==> src/rtl/seg7_scroll_ctrl.sv <==
// seg7_scroll_ctrl: scrolls a 4-digit window across a message buffer and
// drives the display register bank (one-hot segment select, value, Write).
// Every output is a register. Next-cycle values are computed from the next
// state, so the first Write appears the cycle after start is sampled.
// Optional build macro: SEG7_SCROLL_BOUNCE_EN. When it is defined, the window
// bounces back and forth instead of wrapping around.
module seg7_scroll_ctrl #(
    parameter int TICK_DIV  = 25000000,
    parameter int MSG_DEPTH = 16,
    parameter int AW        = 4
) (
    input  logic          clock,
    input  logic          reset,
    input  logic          msg_wr,
    input  logic [AW-1:0] msg_addr,
    input  logic [8:0]    msg_data,
    input  logic [AW:0]   msg_len,
    input  logic          start,
    input  logic          stop,
    output logic [3:0]    segment,
    output logic [8:0]    seg_value,
    output logic          Write,
    output logic          busy,
    output logic [AW-1:0] pos
);

    typedef enum logic [2:0] {
        S_IDLE = 3'd0,
        S_REF0 = 3'd1,
        S_REF1 = 3'd2,
        S_REF2 = 3'd3,
        S_REF3 = 3'd4,
        S_WAIT = 3'd5
    } state_t;

    localparam logic [AW:0] DEPTH_L = (AW+1)'(MSG_DEPTH);

    logic [8:0]    r_mem [MSG_DEPTH];
    state_t        r_state, w_state_nx;
    logic [AW-1:0] r_pos, w_pos_nx, w_pos_adv;
    logic [AW-1:0] r_idx, w_idx_nx, w_idx_inc;
    logic [AW:0]   r_len, w_len_nx;
    logic [31:0]   r_cnt, w_cnt_nx;
    logic          r_stop_pend, w_stop_nx;
    logic [3:0]    r_segment, w_seg_nx;
    logic [8:0]    r_seg_value, w_val_nx;
    logic          r_write, w_write_nx;
    logic          r_busy;
    logic          w_start_go, w_step;

    assign w_start_go = (r_state == S_IDLE) && start && !stop;
    assign w_step     = (r_state == S_WAIT) && !stop && (r_cnt == 32'(TICK_DIV - 1));

    // The read index walks through the message, with one conditional wrap per digit
    assign w_idx_inc = (({1'b0, r_idx} + (AW+1)'(1)) == r_len) ? '0 : r_idx + AW'(1);

`ifdef SEG7_SCROLL_BOUNCE_EN
    logic r_dir;      // 0 = forward, 1 = reverse
    logic w_dir_adv;

    // Bounce advance: go forward up to len-4, then back down to 0
    always_comb begin
        w_dir_adv = r_dir;
        w_pos_adv = r_pos;
        if (r_len <= (AW+1)'(4)) begin
            w_dir_adv = 1'b0;
            w_pos_adv = '0;
        end else if (!r_dir) begin
            if (({1'b0, r_pos} + (AW+1)'(4)) == r_len) begin
                w_dir_adv = 1'b1;
                w_pos_adv = r_pos - AW'(1);
            end else begin
                w_pos_adv = r_pos + AW'(1);
            end
        end else begin
            if (r_pos == '0) begin
                w_dir_adv = 1'b0;
                w_pos_adv = r_pos + AW'(1);
            end else begin
                w_pos_adv = r_pos - AW'(1);
            end
        end
    end

    // Direction register: start sets it to forward, and each scroll step updates it
    always_ff @(posedge clock or posedge reset) begin
        if (reset) begin
            r_dir <= 1'b0;
        end else if (w_start_go) begin
            r_dir <= 1'b0;
        end else if (w_step) begin
            r_dir <= w_dir_adv;
        end
    end
`else
    // Wrap-around advance
    always_comb begin
        w_pos_adv = (({1'b0, r_pos} + (AW+1)'(1)) == r_len) ? '0 : r_pos + AW'(1);
    end
`endif

    // Message buffer write port (the buffer is not reset)
    always_ff @(posedge clock) begin
        if (msg_wr) begin
            r_mem[msg_addr] <= msg_data;
        end
    end

    // Next-state logic for the sequencer, the window position and the tick counter
    always_comb begin
        w_state_nx = r_state;
        w_pos_nx   = r_pos;
        w_idx_nx   = r_idx;
        w_len_nx   = r_len;
        w_cnt_nx   = r_cnt;
        w_stop_nx  = r_stop_pend;
        case (r_state)
            S_IDLE: begin
                w_stop_nx = 1'b0;
                if (w_start_go) begin
                    w_state_nx = S_REF0;
                    w_len_nx   = (msg_len > DEPTH_L) ? DEPTH_L : msg_len;
                    w_pos_nx   = '0;
                    w_idx_nx   = '0;
                end else begin
                    w_state_nx = S_IDLE;
                end
            end
            S_REF0: begin
                w_state_nx = S_REF1;
                w_idx_nx   = w_idx_inc;
                w_stop_nx  = r_stop_pend | stop;
            end
            S_REF1: begin
                w_state_nx = S_REF2;
                w_idx_nx   = w_idx_inc;
                w_stop_nx  = r_stop_pend | stop;
            end
            S_REF2: begin
                w_state_nx = S_REF3;
                w_idx_nx   = w_idx_inc;
                w_stop_nx  = r_stop_pend | stop;
            end
            S_REF3: begin
                w_cnt_nx  = '0;
                w_stop_nx = 1'b0;
                if (r_stop_pend || stop || (r_len == '0)) begin
                    w_state_nx = S_IDLE;
                end else begin
                    w_state_nx = S_WAIT;
                end
            end
            S_WAIT: begin
                if (stop) begin
                    w_state_nx = S_IDLE;
                end else if (w_step) begin
                    w_state_nx = S_REF0;
                    w_pos_nx   = w_pos_adv;
                    w_idx_nx   = w_pos_adv;
                end else begin
                    w_cnt_nx = r_cnt + 32'd1;
                end
            end
            default: begin
                w_state_nx = S_IDLE;
            end
        endcase
    end

    // Output values for the next cycle, derived from the next state and read index
    always_comb begin
        w_write_nx = 1'b0;
        w_seg_nx   = 4'b0000;
        w_val_nx   = 9'h000;
        case (w_state_nx)
            S_REF0: begin
                w_write_nx = 1'b1;
                w_seg_nx   = 4'b0001;
            end
            S_REF1: begin
                w_write_nx = 1'b1;
                w_seg_nx   = 4'b0010;
            end
            S_REF2: begin
                w_write_nx = 1'b1;
                w_seg_nx   = 4'b0100;
            end
            S_REF3: begin
                w_write_nx = 1'b1;
                w_seg_nx   = 4'b1000;
            end
            default: begin
                w_write_nx = 1'b0;
                w_seg_nx   = 4'b0000;
            end
        endcase
        if (w_write_nx && (w_len_nx != '0)) begin
            w_val_nx = r_mem[w_idx_nx];
        end else begin
            w_val_nx = 9'h000;
        end
    end

    // State, control and output registers
    always_ff @(posedge clock or posedge reset) begin
        if (reset) begin
            r_state     <= S_IDLE;
            r_pos       <= '0;
            r_idx       <= '0;
            r_len       <= '0;
            r_cnt       <= '0;
            r_stop_pend <= 1'b0;
            r_segment   <= 4'b0000;
            r_seg_value <= 9'h000;
            r_write     <= 1'b0;
            r_busy      <= 1'b0;
        end else begin
            r_state     <= w_state_nx;
            r_pos       <= w_pos_nx;
            r_idx       <= w_idx_nx;
            r_len       <= w_len_nx;
            r_cnt       <= w_cnt_nx;
            r_stop_pend <= w_stop_nx;
            r_segment   <= w_seg_nx;
            r_seg_value <= w_val_nx;
            r_write     <= w_write_nx;
            r_busy      <= (w_state_nx != S_IDLE);
        end
    end

    assign segment   = r_segment;
    assign seg_value = r_seg_value;
    assign Write     = r_write;
    assign busy      = r_busy;
    assign pos       = r_pos;

endmodule

==> config.mk <==
export PLATFORM = sky130hd
export DESIGN_NAME = seg7_scroll_ctrl
export DESIGN_NICKNAME = d
export VERILOG_FILES = /design/src/rtl/seg7_scroll_ctrl.sv
export SDC_FILE = /design/constraint.sdc
export NUM_CORES = 1
export LEC_CHECK = 0
export CAP_MARGIN = 20
export CELL_PAD_IN_SITES_DETAIL_PLACEMENT = 1
export CELL_PAD_IN_SITES_GLOBAL_PLACEMENT = 2
export CORE_UTILIZATION = 43
export CTS_BUF_LIST = sky130_fd_sc_hd__clkbuf_4 sky130_fd_sc_hd__clkbuf_8 sky130_fd_sc_hd__clkbuf_16
export DETAILED_ROUTE_END_ITERATION = 16
export HOLD_SLACK_MARGIN = 0.03
export PLACE_DENSITY = 0.84
export SYNTH_ARGS = -nofsm -noshare
export SYNTH_HDL_FRONTEND = slang
export SYNTH_SLANG_ARGS = --single-unit
==> constraint.sdc <==
create_clock -name clock -period 3.6 [get_ports clock]
set_input_delay 0.9 -clock clock [delete_from_list [all_inputs] [get_ports clock]]
set_output_delay 0.9 -clock clock [all_outputs]
set_load 0.01 [all_outputs]
==> summary by stage, run 1 <==
Die
The die extent in y is roughly 150 um. The number of top-level design ports is 42. The total area inside the core boundary comes to 20300 sq um. The initial utilization of the core area, before any placement, comes to 0.4395.

The number of cell rows is 52. The floorplan step set the die width to around 150 um. The overall die area is approximately 21000 sq um.

Yosys
The synthesized design contains 208 register bits. The share of synthesized flip-flops with an asynchronous set or reset is 0.3077. In the synthesized netlist the dominant register cell turns out to be sky130_fd_sc_hd__edfxtp_1.

The number of enable flip-flop cells after synthesis is 144. Synthesis produced between 600 and 700 cells. Yosys mapped the design onto 56 distinct sky130hd cell types. The cell area that synthesis handed to floorplanning was just under 9000 sq um. A synthesized cell averages 13.06 sq um. The proportion of synthesized chip area in sequential cells is 0.6641. When the netlist entered floorplanning its net count stood at about 710. Yosys printed 0 warnings.

Timing
The post-layout worst setup margin is around 200 ps. The slew at the pin with the worst max-slew slack is 810.8 ps. The max-slew violation count is 0. The final critical-path required period is around 3400 ps.

Setup repair after global routing left no endpoint under its margin. The headroom to the max-slew limit is 0.4587. The setup-violating endpoint count in the final report is 0. In the finished design, the share of the clock period the worst path needs comes to 0.9428. The final hold violation count came to 0. For the final database, setup skew stands at ~7.6 ps. The achievable frequency is slightly below 300 MHz.

Route
The final routed wire length divided by cell count is roughly 21 um. The via density per instance is 5.479. The count of nets left with antenna violations once routing finished came out at 0.

The length of the first detailed-routing pass in iterations is 4. The total via count in the routed design is ~5900. The number of remaining DRC errors is 0. Summed over all layers, the routed wires come to 22630 um. The detailed router finished its first iteration with between 300 and 400 violations.

Setup path
Of all nets on the critical path, the largest fanout is 19. At the worst endpoint, the arrival time is 3790 ps. The worst path required time is ~4000 ps. The nature of the critical path startpoint is a register.

The setup path with the least slack is of type register to register. The endpoint class of the critical path is a register.

Clocking
In this run the post-CTS setup repair buffer count came out at 0. TritonCTS built the clock tree. The number of CTS-inserted buffers is 23. The clock latency of the later-clocked register in the worst-skew pair is roughly 520 ps. CTS built an H-tree with a depth of 1. No sink is reached through more buffers than the 3 on the longest clock path. For this design, the CTS-stage hold fixing added 0 buffers. After clock tree synthesis, the clock-pin slew on the worst setup and hold paths is roughly 60 ps. The clock drives between 200 and 250 sinks. The number of instances resized during post-cts repair is 0. The root buffer cell is sky130_fd_sc_hd__clkbuf_16.

Finish
For this run, the share of the core covered by cells in the final layout is 0.5337. The fraction of layout instances using a drive strength above 1 is 0.1425. The most common cell after layout, fill and taps aside is sky130_fd_sc_hd__edfxtp_1.

The layout net count is a little over 800. In the layout the commonest cells are sky130_fd_sc_hd__edfxtp_1 (144), sky130_fd_sc_hd__nand2_1 (70), sky130_fd_sc_hd__dfrtp_1 (64). Relative to the synthesized area, the layout overhead comes to 21.43%. The number of antenna diodes in the final layout is 0.

Worst hold path
The path category of the worst min-delay check is register to register.

Placement
The count of buffers inserted at the top-level ports is 41. The worst-case setup slack after placement is -170.3 ps. Routability-driven placement finished with a final weighted congestion of 0.8368. The sum of net half-perimeters after detailed placement is roughly 16000 um.

Global routing
The total global routing overflow is 0. The number of antenna violations at the first check in global routing is 0. The via count of the first global-routing pass is 6385.

The first global-routing pass estimated between 30000 and 40000 um of wire. For this run, the total global-route usage over all layers was measured as 0.2168. The pin count of the biggest net entering global routing is 38.

Power
Dividing total power by cell area gives a power density of 813.3 nW/um^2. Summed over all cells, the static leakage comes to 4.166 nW. IR analysis of the VDD net gives a maximum drop of just over 0.5 mV.

Job
The tool flagged a number of max-cap violations equal to 0.

Outcome
The flow ran to the end, and the final reports show no timing, DRC or antenna violations.
## kinds of logic after synthesis
kind of cell,synth area share
AOI/OAI and AO/OA,0.07474
xor gates and xnor gates,0.04235
DFF,0.6641
muxes,0.05189
buffers and inverters,0.02005
adders and majority gates,0.004207
and+or+nand+nor,0.1426
## where the power goes
part	internal [mW]	leakage, nW	switching, mW
Sequential	2.78	2.16	0.182
Combinational	1.62	1.64	1.93
Clock	1.36	0.371	0.941
## worst max-delay path, cell delays in order (launching register included)
cell and delay, ps:
sky130_fd_sc_hd__dfrtp_1 410, sky130_fd_sc_hd__ha_1 260, sky130_fd_sc_hd__nor2b_1 150, sky130_fd_sc_hd__or4_1 410, sky130_fd_sc_hd__a311oi_1 430, sky130_fd_sc_hd__nor3_1 150, sky130_fd_sc_hd__a211oi_4 280, sky130_fd_sc_hd__inv_2 80
sky130_fd_sc_hd__buf_12 170, sky130_fd_sc_hd__mux2i_1 240, sky130_fd_sc_hd__a221o_1 230, sky130_fd_sc_hd__o221ai_1 130, sky130_fd_sc_hd__a221o_1 320
## synthesized netlist by cell type (all sizes together), types with 4 or more instances
cell / count / share of area
edfxtp: 144 / 0.48
nand2: 70 / 0.029
dfrtp: 64 / 0.18
nor2: 58 / 0.025
mux2i: 44 / 0.049
nand3: 24 / 0.013
and3: 21 / 0.015
clkbuf: 20 / 0.0084
xor2: 20 / 0.020
xnor2: 18 / 0.018
a21oi: 16 / 0.0090
inv: 15 / 0.0063
o21ai: 15 / 0.0084
nor3: 14 / 0.0079
nand4: 13 / 0.0091
a221o: 10 / 0.011
a31oi: 9 / 0.0063
buf: 9 / 0.0053
nand2b: 9 / 0.0063
nor4: 9 / 0.0063
a221oi: 8 / 0.0079
o22a: 8 / 0.0079
a311oi: 6 / 0.0059
nor2b: 6 / 0.0042
and4: 5 / 0.0049
nand3b: 5 / 0.0042
o221ai: 5 / 0.0056
and2: 4 / 0.0031
or4: 4 / 0.0038
## flip-flops by register name (all words and copies together) (netlist names)
| name | count |
|---|---|
| r_len | 5 |
| r_cnt | 32 |
| busy | 1 |
| r_idx | 4 |
| r_mem | 144 |
| seg_value | 9 |
| pos | 4 |
| segment | 4 |
| Write | 1 |
| r_stop_pend | 1 |
| r_state | 3 |
## per-layer routing
metal | global-route usage | wire length, um | vias to the layer above
li1 | - | - | 2761
met2 | 0.3888 | 11790 | 100
met3 | 0.03281 | 871 | 24
met5 | 0 | 0 | -
met1 | 0.2752 | 9626 | 2978
met4 | 0.05365 | 335 | 0
## final timing paths
check | start | to | slack [ps] | cells past startpoint
min in group asynchronous | reset | pos[0]$_DFFE_PP0P_ | 850 | 2
worst max-delay path | r_idx[1]$_DFF_PP0_ | seg_value[2]$_DFF_PP0_ | 210 | 12
worst min-delay path | r_stop_pend$_DFFE_PP0P_ | r_stop_pend$_DFFE_PP0P_ | 510 | 2
worst max register to register | r_idx[1]$_DFF_PP0_ | seg_value[2]$_DFF_PP0_ | 210 | 12
max in group asynchronous | reset | seg_value[5]$_DFF_PP0_ | 2010 | 3
worst min register to register | r_stop_pend$_DFFE_PP0P_ | r_stop_pend$_DFFE_PP0P_ | 510 | 2
## through the flow
step	cells	area, sq um	power (mW)	TNS [ps]	hold WS [ps]
2_1_floorplan	683	8922	5.088	0	463.3
3_3_place_gp	1028	10090	6.380	-685.9	484.8
3_5_place_dp	1028	10090	6.540	-1286	501.1
4_1_cts	1070	10830	8.888	0	514.2
5_1_grt	1070	10830	9.242	0	541.4
6_report	1070	10830	8.811	0	512.5
## cell type report
class                   instances  area [sq um]
repair buffers                104         945.9
fillers                      2047          9465
multi-input cells             431          2823
inverters                      15         56.30
flip-flops and latches        208          5926
well taps                     270         337.8
clock buffers                  27         611.8
clock inverters                15         133.9
Note: power is estimated with default switching activity, not from simulation.
==> inputs of run 2 (changes only) <==
Settings changed: MAX_ROUTING_LAYER from default to met4.
==> run 2 against run 1 <==
Compared with the run above:
- combinational power about the same
- power increased by 0.13%
- sequential power hardly changed
- flip-flop and latch count did not move
- first-iteration DRC count fell by 5.4%
- clock skew about the same
- critical path type unchanged
- critical endpoint is now seg_value[0]$_DFF_PP0_
==> summary by stage, run 2 (synthesized netlist as in run 1, its figures left out) <==
Die
The die is ~150 um wide. The number of cell rows is between 50 and 60. The die extent in y is approximately 150 um. The core region is 20300 sq um.

The effective utilization at floorplan is 0.4395. The number of top-level design ports is 42. The overall die area is 21330 sq um.

Timing
The achievable frequency is approximately 300 MHz. The final period utilization is 0.9420. The max-slew violation count is 0. The post-route clock skew is between 7 and 8 ps. Setup violations remaining at the end of the flow were counted as 0.

Setup repair after global routing left no endpoint under its margin. The worst pin sits at a relative slew slack of 0.4716. For the pin with the worst max-slew slack, the measured transition is 791.4 ps. Across all hold checks on the routed design, the worst slack comes to slightly above 500 ps. The clock period could shrink to approximately 3400 ps. The final hold violation count is 0. Setup slack on the critical path of the routed design comes to around 210 ps.

Finish
Leaving out fill and tap cells, the most frequent cell in the layout is sky130_fd_sc_hd__edfxtp_1. The fraction of layout instances using a drive strength above 1 is 0.1425. In the layout the commonest cells are sky130_fd_sc_hd__edfxtp_1 (144), sky130_fd_sc_hd__nand2_1 (70), sky130_fd_sc_hd__dfrtp_1 (64).

The number of diodes is 0. Counting the fill cells in the layout gives 2047. r_mem holds more flip-flops than any other register.

The layout net count is a little over 800. The final non-filler cell area is 10830 sq um. The layout overhead on the synthesized area is 21.43%. The register with the most flip-flops in the layout has 144 of them.

Setup path
The worst setup path is captured at a register. The largest driver fanout on the critical path is 19. On the worst path, the slowest cell contributes a delay of between 400 and 500 ps. The nature of the critical path startpoint is a register. The cell family contributing the most delay on the critical path is compound AO/OA/AOI/OAI gates. For the worst setup path, the data required time is 4050 ps. The buffers plus inverters on the worst setup path is 2.

Data arrives at the worst endpoint at around 3800 ps. The signal on the critical path passes through ha_1, nor2b_1, or4_1, a311oi_1, nor3_1, a211oi_4, inv_2, buf_12, mux2i_1, a221o_1, a311oi_1, a221o_1. The critical path is of the register to register type. The largest individual stage delay along the critical path comes from the cell sky130_fd_sc_hd__a311oi_1.

The setup check on the worst reg-to-reg path leaves a slack of about 210 ps.

Route
The post-route antenna net violation count is 0. The detailed router placed a little under 6000 vias in this run. Wires add up to 22650 um. In the routed design, unresolved DRC markers number 0. The via density per instance is between 5 and 6.

The final routed wire length divided by cell count is 21.17 um. For this block, the initial DRC count from the detailed router was roughly 320. Before antenna repair, the detailed router went through 5 iterations.

Clocking
The hold-fix buffer count after cts is 0. CTS built an H-tree with a depth of 1. The tree is rooted in a sky130_fd_sc_hd__clkbuf_16. TritonCTS built the clock tree. In this run, CTS created clock tree buffers numbering 23.

The number of instances resized during post-cts repair is 0. The maximum count of clock buffers along a single path is 3. The number of buffers inserted to repair setup after CTS is 0.

The clock reaches the later pin of the worst-skew pair after between 500 and 600 ps. The clock slew at the register clock pins of the worst setup and hold paths is about 60 ps. The sink count of the clock tree is 208.

Power
Power comes to ~8.8 mW. The highest ir drop seen on vdd is 0.5059 mV. Dividing total power by cell area gives a power density of 814.3 nW/um^2. Summed over all cells, the static leakage comes to roughly 4.2 nW.

Global routing
The wire length of the first global-routing pass is between 30000 and 40000 um. Entering global routing, the biggest net connects 38 pins. The number of antenna violations at the first check in global routing came to 0. Across every metal layer, demand over resource in global routing totals 0.2239. The via count of the first global-routing pass is around 6400.

The total overflow left after global routing is 0.

Placement
Before CTS, the worst setup slack after placement is -170.3 ps. The sum of net half-perimeters after detailed placement is approximately 16000 um. At the end of routability-driven placement, the weighted congestion stood at roughly 0.85. After detailed placement, the total cell area comes to between 10000 and 15000 sq um. The count of buffers inserted at the top-level ports is around 40.

Outcome
The flow ran to the end, and the final reports show no timing, DRC or antenna violations.

Worst hold path
The min-delay analysis places its worst path in the category register to register.

Job
The tool flagged a number of max-cap violations equal to 0.
==> run 2: cell counts in the layout (fill, tap and decap cells not counted) <==
No cell type changed its count.
==> run 2: final cells by class <==
cell class | count | area, sq um | area share
Multi-Input combinational cell | 431 | 2823 | 0.2605
Clock inverter | 15 | 133.9 | 0.01236
Inverter | 15 | 56.30 | 0.005197
Clock buffer | 27 | 611.8 | 0.05647
Timing Repair Buffer | 104 | 945.9 | 0.08731
Tap cell | 270 | 337.8 | 0.03118
Sequential cell | 208 | 5926 | 0.5469
==> run 2: through the flow <==
| stage | util | cells | TNS (ps) |
|---|---|---|---|
| after detailed placement | 0.4970 | 1028 | -1286 |
| after global placement | 0.4970 | 1028 | -685.9 |
| after global routing | 0.5337 | 1070 | 0 |
| after CTS | 0.5337 | 1070 | 0 |
| after floorplan | - | 683 | 0 |
| final | 0.5337 | 1070 | 0 |
==> run 2: final timing paths <==
check / start / to / cells after the start
worst min-delay path: r_stop_pend$_DFFE_PP0P_ / r_stop_pend$_DFFE_PP0P_ / 2
worst max-delay path: r_idx[1]$_DFF_PP0_ / seg_value[0]$_DFF_PP0_ / 12
max in group asynchronous: reset / seg_value[2]$_DFF_PP0_ / 3
min in group asynchronous: reset / segment[0]$_DFF_PP0_ / 2
worst min register to register: r_stop_pend$_DFFE_PP0P_ / r_stop_pend$_DFFE_PP0P_ / 2
worst max register to register: r_idx[1]$_DFF_PP0_ / seg_value[0]$_DFF_PP0_ / 12
==> run 2: report_power, final <==
part	switching, mW	total, mW	internal, mW
Combinational	1.93	3.55	1.62
Clock	0.945	2.31	1.36
Sequential	0.183	2.96	2.78
Total	3.06	8.82	5.76
==> run 2: per-layer routing <==
layer | up-vias | share of wire | GRT usage
met3 | 31 | 0.033 | 0.03281
met1 | 3015 | 0.43 | 0.2775
met5 | - | 0 | -
li1 | 2757 | - | -
met2 | 106 | 0.52 | 0.3871
met4 | 0 | 0.019 | 0.05365
==> run 2: worst reg2reg max path: cells and delay by family (launching register included) <==
kind	cells	cell delay (ps)
compound gates	5	1540
fa+ha+maj	1	260
buf+inv	2	250
flops	1	410
mux	1	150
simple gates	3	710
